File: src/rtl/dcache_write_buffer.sv
// -----------------------------------------------------------------------------
// dcache_write_buffer
//
// Write-back buffer between the dcache controller and Data_Memory on the
// 256-bit line bus. Dirty-line evictions are acknowledged as soon as they are
// queued, so the cache never waits on memory. Queued lines drain to memory in
// the background. A read to a line still held in the buffer is answered from
// the buffer. A read miss goes to memory ahead of any queued drains.
//
// Handshakes:
//   cache side : the cache raises cache_enable_i and holds the request stable
//                until cache_ack_o pulses for one cycle. A request is taken
//                on an edge with cache_enable_i=1 and cache_ack_o=0, and only
//                while no read miss is outstanding. A write that finds the
//                FIFO full is not taken; it waits for a drain to complete.
//   memory side: mem_enable_o is held, with addr/data/write stable, until
//                mem_ack_i pulses. mem_ack_i is ignored while mem_enable_o=0.
//
// Ports:
//   clk_i, rst_i                 clock, synchronous active-high reset
//   cache_addr_i/data_i          request byte address (line aligned) / write data
//   cache_enable_i/write_i       request valid / 1=write-back, 0=line read
//   cache_ack_o/data_o           completion pulse / read data (valid with ack)
//   mem_addr_o/data_o            memory request address / write data
//   mem_enable_o/write_o         memory request valid / type
//   mem_ack_i/data_i             memory completion pulse / read data
//   empty_o                      no line queued, memory idle, no read pending
//   dbg_state_o                  current FSM state (IDLE=0 DRAIN=1 READ=2 GAP=3)
// -----------------------------------------------------------------------------
module dcache_write_buffer #(
  parameter int DEPTH  = 2,
  parameter int ADDR_W = 32,
  parameter int LINE_W = 256
) (
  input  logic              clk_i,
  input  logic              rst_i,
  input  logic [ADDR_W-1:0] cache_addr_i,
  input  logic [LINE_W-1:0] cache_data_i,
  input  logic              cache_enable_i,
  input  logic              cache_write_i,
  output logic              cache_ack_o,
  output logic [LINE_W-1:0] cache_data_o,
  output logic [ADDR_W-1:0] mem_addr_o,
  output logic [LINE_W-1:0] mem_data_o,
  output logic              mem_enable_o,
  output logic              mem_write_o,
  input  logic              mem_ack_i,
  input  logic [LINE_W-1:0] mem_data_i,
  output logic              empty_o,
  output logic [1:0]        dbg_state_o
);

  localparam int PTR_W = $clog2(DEPTH);
  localparam int CNT_W = PTR_W + 1;
  localparam int LA_W  = ADDR_W - 5;

  typedef enum logic [1:0] {
    S_IDLE  = 2'd0,
    S_DRAIN = 2'd1,
    S_READ  = 2'd2,
    S_GAP   = 2'd3
  } state_t;

  state_t state;

  // FIFO storage: line address and data per entry
  logic [LA_W-1:0]   la_q   [DEPTH];
  logic [LINE_W-1:0] data_q [DEPTH];
  logic [PTR_W-1:0]  head;
  logic [PTR_W-1:0]  tail;
  logic [CNT_W-1:0]  count;

  // Outstanding read miss
  logic              rd_pending;
  logic [LA_W-1:0]   rd_la;

  logic [LA_W-1:0]   req_la;
  logic              accept;
  logic              start_drain;
  logic              head_busy;
  logic              pop;
  logic              hit;
  logic [PTR_W-1:0]  hit_idx;
  logic              wr_hit;
  logic              wr_push;
  logic              rd_hit;
  logic              rd_miss;
  logic              unused_addr_lsb;

  assign req_la          = cache_addr_i[ADDR_W-1:5];
  assign unused_addr_lsb = ^cache_addr_i[4:0];

  assign accept      = cache_enable_i && !cache_ack_o && !rd_pending;
  assign start_drain = (state == S_IDLE) && !rd_pending && (count != '0);
  // The head is owned by memory once a drain is launched (including the
  // launching edge itself, where its data is copied into mem_data_o), so it
  // must not be overwritten or used as a read source from then on.
  assign head_busy   = (state == S_DRAIN) || start_drain;
  assign pop         = (state == S_DRAIN) && mem_ack_i;

  // Address match over the valid entries, oldest to youngest; the last match
  // wins so a read sees the youngest copy of a line.
  always_comb begin
    hit     = 1'b0;
    hit_idx = '0;
    for (int i = 0; i < DEPTH; i++) begin
      if ((CNT_W'(i) < count) && !(i == 0 && head_busy) &&
          (la_q[head + PTR_W'(i)] == req_la)) begin
        hit     = 1'b1;
        hit_idx = head + PTR_W'(i);
      end
    end
  end

  assign wr_hit  = accept && cache_write_i && hit;
  // A full FIFO may still take a push on the edge that pops the head.
  assign wr_push = accept && cache_write_i && !hit &&
                   ((count < CNT_W'(DEPTH)) || pop);
  assign rd_hit  = accept && !cache_write_i && hit;
  assign rd_miss = accept && !cache_write_i && !hit;

  assign empty_o     = (count == '0) && (state == S_IDLE) && !rd_pending;
  assign dbg_state_o = state;

  // Entry storage carries no reset; validity is tracked by count.
  always_ff @(posedge clk_i) begin
    if (wr_push) begin
      la_q[tail]   <= req_la;
      data_q[tail] <= cache_data_i;
    end else if (wr_hit) begin
      data_q[hit_idx] <= cache_data_i;
    end
  end

  always_ff @(posedge clk_i) begin
    if (rst_i) begin
      state        <= S_IDLE;
      head         <= '0;
      tail         <= '0;
      count        <= '0;
      rd_pending   <= 1'b0;
      rd_la        <= '0;
      cache_ack_o  <= 1'b0;
      cache_data_o <= '0;
      mem_addr_o   <= '0;
      mem_data_o   <= '0;
      mem_enable_o <= 1'b0;
      mem_write_o  <= 1'b0;
    end else begin
      cache_ack_o <= 1'b0;

      if (wr_hit || wr_push || rd_hit) begin
        cache_ack_o <= 1'b1;
      end
      if (rd_hit) begin
        cache_data_o <= data_q[hit_idx];
      end
      if (rd_miss) begin
        rd_pending <= 1'b1;
        rd_la      <= req_la;
      end

      if (wr_push) begin
        tail <= tail + PTR_W'(1);
      end
      if (pop) begin
        head <= head + PTR_W'(1);
      end
      case ({wr_push, pop})
        2'b10:   count <= count + CNT_W'(1);
        2'b01:   count <= count - CNT_W'(1);
        default: count <= count;
      endcase

      case (state)
        S_IDLE: begin
          // A pending read miss bypasses queued drains.
          if (rd_pending) begin
            state        <= S_READ;
            mem_enable_o <= 1'b1;
            mem_write_o  <= 1'b0;
            mem_addr_o   <= {rd_la, 5'b0};
          end else if (count != '0) begin
            state        <= S_DRAIN;
            mem_enable_o <= 1'b1;
            mem_write_o  <= 1'b1;
            mem_addr_o   <= {la_q[head], 5'b0};
            mem_data_o   <= data_q[head];
          end
        end
        S_DRAIN: begin
          if (mem_ack_i) begin
            state        <= S_GAP;
            mem_enable_o <= 1'b0;
          end
        end
        S_READ: begin
          if (mem_ack_i) begin
            state        <= S_GAP;
            mem_enable_o <= 1'b0;
            cache_data_o <= mem_data_i;
            cache_ack_o  <= 1'b1;
            rd_pending   <= 1'b0;
          end
        end
        S_GAP: begin
          // One idle cycle on the memory port between requests.
          state <= S_IDLE;
        end
        default: state <= S_IDLE;
      endcase
    end
  end

endmodule

File: config.mk
export PLATFORM = sky130hd
export DESIGN_NAME = dcache_write_buffer
export DESIGN_NICKNAME = d
export VERILOG_FILES = /design/src/rtl/dcache_write_buffer.sv
export SDC_FILE = /design/constraint.sdc
export NUM_CORES = 2
export LEC_CHECK = 0
export BUFFER_PORTS_ARGS = -buffer_cell sky130_fd_sc_hd__buf_2
export CAP_MARGIN = 20
export CORE_AREA = 2 2 423 425
export CTS_CLUSTER_DIAMETER = 40
export DETAILED_ROUTE_END_ITERATION = 6
export DIE_AREA = 0 0 425 427
export HOLD_SLACK_MARGIN = 0.03
export PLACE_DENSITY = 0.46
export SYNTH_ARGS = -nofsm -noshare
export SYNTH_HDL_FRONTEND = slang
export SYNTH_SLANG_ARGS = --single-unit
File: constraint.sdc
create_clock -name clk_i -period 25.1 [get_ports clk_i]
set_input_delay 5.02 -clock clk_i [delete_from_list [all_inputs] [get_ports clk_i]]
set_output_delay 5.02 -clock clk_i [all_outputs]
set_load 0.01 [all_outputs]
Yosys cells after proc, flatten, opt, wreduce, memory -nomap -nowiden
Memories as Yosys holds them, arrays and structs flattened. A register that Yosys moved wholly into a read port is not among the register bits.
Cells that the tools add are included.

storage, ports and cells
  flip-flop bits (word level) = 325
  bits of input ports = 549
  word-level logic and storage cells = 103
  output and inout bits = 550
  RAM bits = 566
  memories kept = 2

memory list
  memory  words  bits a word  rd ports  clocked after memory_dff  wr ports  RTL line  text
  data_q  2      256          2         1                         1         68        logic [LINE_W-1:0] data_q [DEPTH];
  la_q    2      27           2         1                         1         67        logic [LA_W-1:0] la_q [DEPTH];

cells by class
  reduce and logical (&&, ||, !) cells = 38
  add/sub/neg operators = 4
  multiplexer cells = 35
  eq/ne operators = 9
  bitwise gates (word level) = 1
  magnitude comparators = 3

operator list
  operator                                                                      count
  256-bit 2-to-1 mux                                                            4
  256-bit OR reduction                                                          1
  32-bit 2-to-1 mux                                                             2
  27-bit equality test                                                          2
  1-bit 2-to-1 mux                                                              23
  1-bit logical AND                                                             17
  2-bit nonzero test                                                            4
  2-bit equality test (second input constant)                                   3
  2-bit 2-to-1 mux                                                              3
  2-bit one-hot mux with 3 select lines                                         1
  3-bit AND reduction                                                           2
  1-bit logical NOT                                                             5
  2-bit by 1-bit equality test with 1-bit output (second input constant)        2
  2-bit logical NOT                                                             2
  1-bit logical OR                                                              4
  1-bit by 2-bit less-than comparator with 1-bit output (first input constant)  2
  2-bit one-hot mux with 2 select lines                                         1
  2-bit AND reduction                                                           2
  3-bit by 2-bit inequality test with 1-bit output (second input constant)      1
  1-bit adder (second input constant)                                           2
  2-bit by 1-bit adder with 2-bit output (second input constant)                1
  2-bit less-than comparator (second input constant)                            1
  2-bit by 1-bit inequality test with 1-bit output (second input constant)      1
  1-bit one-hot mux with 2 select lines                                         1
  other kinds (3)                                                               3

Depth between registers and ports, before layout
  word-level depth = 17
  mapped depth = 13
  gate-level depth less buffers = 12

Worst setup path after synthesis
No wires, ideal clock.

  path type = input to register
  from = in cache_addr_i[7]
  to = mem data_q[0][0], enable pin
  path buffers = 0
  required time = 24.138 ns
  cell stages on the path = 6
  setup slack = 5.560 ns
  arrival time = 18.578 ns
  cells stage by stage = xnor2_1 > nor4_1 > nand4_1 > nor4_4 > o211ai_1 > o22ai_1

on the way
  word-level cells in the longest chain between the ends = 11
  elaborated cells on any way between the ends = 20

RTL lines
  what                                    RTL line  text
  start, declared                         37        input logic [ADDR_W-1:0] cache_addr_i,
  27-bit equality test                    108       (la_q[head + PTR_W'(i)] == req_la)) begin
  1-bit logical AND                       107       if ((CNT_W'(i) < count) && !(i == 0 && head_busy) &&
  1-bit 2-to-1 mux (2 in series)          107
  1-bit logical NOT                       117       assign wr_push = accept && cache_write_i && !hit &&
  1-bit logical AND (2 in series)         117
  1-bit 2-to-1 mux                        127       if (wr_push) begin
  1-bit 2-to-1 mux (implied by the code)  131       data_q[hit_idx] <= cache_data_i;
  256-bit OR reduction (no line)          -
  1-bit 2-to-1 mux (no line)              -
  end, declared                           68

Several ways; a longest one is shown, not always the timed one.

Worst setup path in the final report
  from = in cache_addr_i[20]
  to = mem data_q[1][149], enable pin

Same word-level chain as after synthesis.

==> metrics.txt <==
# TYPE chip_impl_metric gauge
chip_impl_info{name="run_status",value="finished clean"} 1
chip_impl_metric{name="seq_area_frac_synth",unit="%"} 65.0
chip_impl_metric{name="core_area",unit="mm2"} 0.177
chip_impl_metric{name="power.density_cell_area",unit="mW/mm2"} 114
chip_impl_info{name="commonest_non_fill_non_tap_cell_in_the_layout",value="sky130_fd_sc_hd__buf_2"} 1
chip_impl_metric{name="hpwl",unit="um"} 125000
chip_impl_metric{name="min_delay_path_depth",unit=""} 2
chip_impl_metric{name="core.rowCount",unit=""} 155
chip_impl_metric{name="ctsResizeCount",unit=""} 0
chip_impl_metric{name="drt_pre_antenna_iters",unit=""} 5
chip_impl_metric{name="ys_ff_latch",unit=""} 1143
chip_impl_metric{name="syn2layout_area_growth",unit="%"} 34.1
chip_impl_metric{name="detailroute.wirelength.met3",unit="um"} 14000
chip_impl_metric{name="finalCritPeriodShare",unit="%"} 39.3
chip_impl_metric{name="synth_warnings",unit=""} 0
chip_impl_info{name="holdCritPathClass",value="register to register"} 1
chip_impl_metric{name="top_level_ports",unit=""} 1099
chip_impl_metric{name="clk_latency",unit="ps"} 830
chip_impl_info{name="tritoncts_clock_tree",value="done"} 1
chip_impl_info{name="unrepaired_setup_endpoints_after_global_routing",value="false"} 1
chip_impl_info{name="final_cell_mix",value="sky130_fd_sc_hd__buf_2, sky130_fd_sc_hd__mux2i_1, sky130_fd_sc_hd__dfxtp_1"} 1
chip_impl_metric{name="timing.fmax",unit="MHz"} 101
chip_impl_metric{name="final_max_slew_viol_count",unit=""} 0
chip_impl_metric{name="cts_setup_buffers",unit=""} 0
chip_impl_metric{name="m1WireLength",unit="um"} 74000
chip_impl_metric{name="floorplan.die_area",unit="mm2"} 0.181
chip_impl_metric{name="irDropWorstVdd",unit="mV"} 0.0605
chip_impl_metric{name="final_critical_path_setup_slack",unit="ps"} 15250
chip_impl_metric{name="route.detailed.drc",unit=""} 0
chip_impl_metric{name="numClockSinks",unit=""} 1143
chip_impl_metric{name="drv.max_cap_violation_count",unit=""} 0
chip_impl_metric{name="post_route_cells_drive_above_1_share",unit="%"} 32.9
chip_impl_metric{name="slew_headroom",unit="%"} 17.4
chip_impl_metric{name="buffer_ports.inserted",unit=""} 1088
chip_impl_metric{name="leakage",unit="nW"} 23.7
chip_impl_metric{name="avgSynthCellArea",unit="um2"} 13.1
chip_impl_metric{name="total_power",unit="mW"} 6.70
chip_impl_metric{name="die_height",unit="um"} 427
chip_impl_metric{name="cts.clk_slew.worst_paths",unit="ps"} 50
chip_impl_metric{name="synth_cells",unit=""} 3352
chip_impl_metric{name="route.detailed.wl_per_inst",unit="um"} 25.7
chip_impl_metric{name="antenna_found_initial",unit=""} 77
chip_impl_metric{name="overall_fraction_of_global_route_tracks_in_use",unit="%"} 18.8
chip_impl_info{name="clock-root-buffer",value="sky130_fd_sc_hd__clkbuf_16"} 1
chip_impl_metric{name="grt_start_max_net_pins",unit=""} 133
chip_impl_metric{name="synth_async_reset_ratio",unit="%"} 0
chip_impl_metric{name="final_hold_viol_count",unit=""} 0
chip_impl_metric{name="path_max_fanout",unit=""} 59
chip_impl_metric{name="grt_first_pass_wirelength",unit="um"} 244000
chip_impl_metric{name="detailedPlace.worstSlack",unit="ps"} 14310
chip_impl_metric{name="gp_weighted_congestion",unit=""} 0.863
chip_impl_metric{name="wl",unit="um"} 179000
chip_impl_metric{name="final_worst_path_period_need",unit="ps"} 9850
chip_impl_metric{name="drt_iter0_drc",unit=""} 2011
chip_impl_metric{name="arrival",unit="ps"} 10280
chip_impl_metric{name="htree_num_levels",unit=""} 4
chip_impl_info{name="synth.area.top_cells",value="sky130_fd_sc_hd__edfxtp_1, sky130_fd_sc_hd__dfxtp_1, sky130_fd_sc_hd__mux2i_1, sky130_fd_sc_hd__a32oi_1, sky130_fd_sc_hd__a211oi_1"} 1
chip_impl_metric{name="setup_total_negative_slack",unit="ps"} 0
chip_impl_info{name="crit_path_start_kind",value="input pin"} 1
chip_impl_metric{name="effective_utilization_at_floorplan",unit="%"} 24.8
chip_impl_metric{name="final.setup_skew",unit="ps"} 39.5
chip_impl_metric{name="timing_worst_slew_pin_value",unit="ps"} 1240
chip_impl_metric{name="chipWidth",unit="um"} 425
chip_impl_metric{name="cp.required",unit="ps"} 25520
chip_impl_info{name="yosys.area.top_type",value="sky130_fd_sc_hd__edfxtp_1"} 1
chip_impl_metric{name="global_route.overflow_total",unit=""} 0
chip_impl_metric{name="detailroute.via_count",unit=""} 32900
chip_impl_metric{name="finalSetupViolCount",unit=""} 0
chip_impl_metric{name="synth_area",unit="mm2"} 0.0439
chip_impl_metric{name="synth_cell_type_count",unit=""} 41
chip_impl_metric{name="final_net_count",unit=""} 4968
chip_impl_info{name="synth_flop_cell",value="sky130_fd_sc_hd__dfxtp_1"} 1
chip_impl_metric{name="synth-edff-count",unit=""} 566
chip_impl_info{name="top_layer",value="met5"} 1
chip_impl_metric{name="detail-route-antenna-nets",unit=""} 0
chip_impl_metric{name="met2_wirelength",unit="um"} 86700
chip_impl_metric{name="via_count_of_the_first_global_routing_pass",unit=""} 32100
chip_impl_info{name="criticalPathCategory",value="input pin to register"} 1
chip_impl_metric{name="timing.reg2reg.worst_path_depth",unit=""} 12
chip_impl_metric{name="netlist.area_leader.share",unit="%"} 38.7
chip_impl_info{name="critical_path.endpoint_type",value="register"} 1
chip_impl_metric{name="postCtsHoldBufs",unit=""} 0
chip_impl_metric{name="post_drt_via_cell_ratio",unit=""} 4.72
chip_impl_metric{name="cts-buffers-inserted",unit=""} 199
chip_impl_metric{name="clock_tree.buffer_depth",unit=""} 3
## metrics by stage
stage | util [%] | hold WS [ps] | std cells | cell area [um2]
finish | 33.2 | 479 | 6981 | 58800
global placement | 29.1 | 461 | 6563 | 51600
global route | 33.2 | 499 | 6972 | 58800
floorplan | - | 461 | 3356 | 43900
detailed placement | 29.1 | 468 | 6563 | 51600
CTS | 33.1 | 481 | 6942 | 58700
## sequential cells by signal (all words and copies together) (netlist names), named ones only
name	cells
cache_ack_o	1
cache_data_o	256
count	2
data_q	512
dbg_state_o	2
head	1
la_q	54
mem_addr_o	27
mem_data_o	256
mem_enable_o	1
mem_write_o	1
rd_la	27
rd_pending	1
tail	1
## worst max-delay path, cell delays in order
cell and delay (ps):
sky130_fd_sc_hd__buf_2 150, sky130_fd_sc_hd__xnor2_1 150, sky130_fd_sc_hd__nor4_1 480, sky130_fd_sc_hd__nand3_1 200, sky130_fd_sc_hd__nor4_4 630, sky130_fd_sc_hd__o211ai_1 360, sky130_fd_sc_hd__o21bai_4 720, sky130_fd_sc_hd__buf_4 840
sky130_fd_sc_hd__buf_4 870, sky130_fd_sc_hd__buf_4 680
## metal layers
layer	track usage, %	vias to the layer above
met5	0	-
met4	7.03	18
met3	6.51	287
met2	30.4	1067
met1	23.1	16500
li1	-	15100
## logic make-up (layout without fill, tap and decap cells)
kind of cell,count (synthesis),after routing,synth area share [%]
other,1,42,0.00854
DFF,1143,1143,65.0
xor gates and xnor gates,59,59,1.18
buffers and inverters,295,1528,2.93
and+or+nand+nor,412,412,3.76
AOI/OAI and AO/OA,840,840,13.3
adders and majority gates,8,8,0.228
muxes,594,594,13.5
## cells in the mapped netlist, drive strengths merged, types with 2 or more instances
| library cell | count |
|---|---|
| a211oi | 258 |
| a21oi | 57 |
| a32oi | 256 |
| and2 | 2 |
| and3 | 2 |
| buf | 105 |
| clkbuf | 182 |
| dfxtp | 577 |
| edfxtp | 566 |
| ha | 8 |
| inv | 8 |
| mux2i | 594 |
| nand2 | 6 |
| nand2b | 3 |
| nand3 | 2 |
| nand4 | 4 |
| nor2 | 375 |
| nor4 | 14 |
| o21ai | 260 |
| o21bai | 3 |
| xnor2 | 45 |
| xor2 | 14 |
## worst paths after layout
path / from / end / slack, ps
worst max register to register: head / data_q[1][149] / 17870
worst max-delay path: cache_addr_i[20] / data_q[1][149] / 15250
worst min-delay path: mem_addr_o[20] / mem_addr_o[20] / 480
worst min register to register: mem_addr_o[20] / mem_addr_o[20] / 480
## final cells by class
class	count	area [um2]
repair buffers	1141	5930
inverters	8	30.0
fillers	18000	118000
clock buffers	240	5480
flip-flops and latches	1143	28600
multi-input cells	1918	14200
well taps	2355	2950
clock inverters	139	1660
diodes	37	92.6
## where the power goes
part | leakage [nW] | internal (mW) | total, mW | switching [mW]
registers | 9.86 | 2.24 | 2.40 | 0.159
logic | 10.4 | 0.510 | 1.45 | 0.943
clock network | 3.43 | 1.82 | 2.85 | 1.03
No activity file was read; power rests on OpenSTA's default activity.
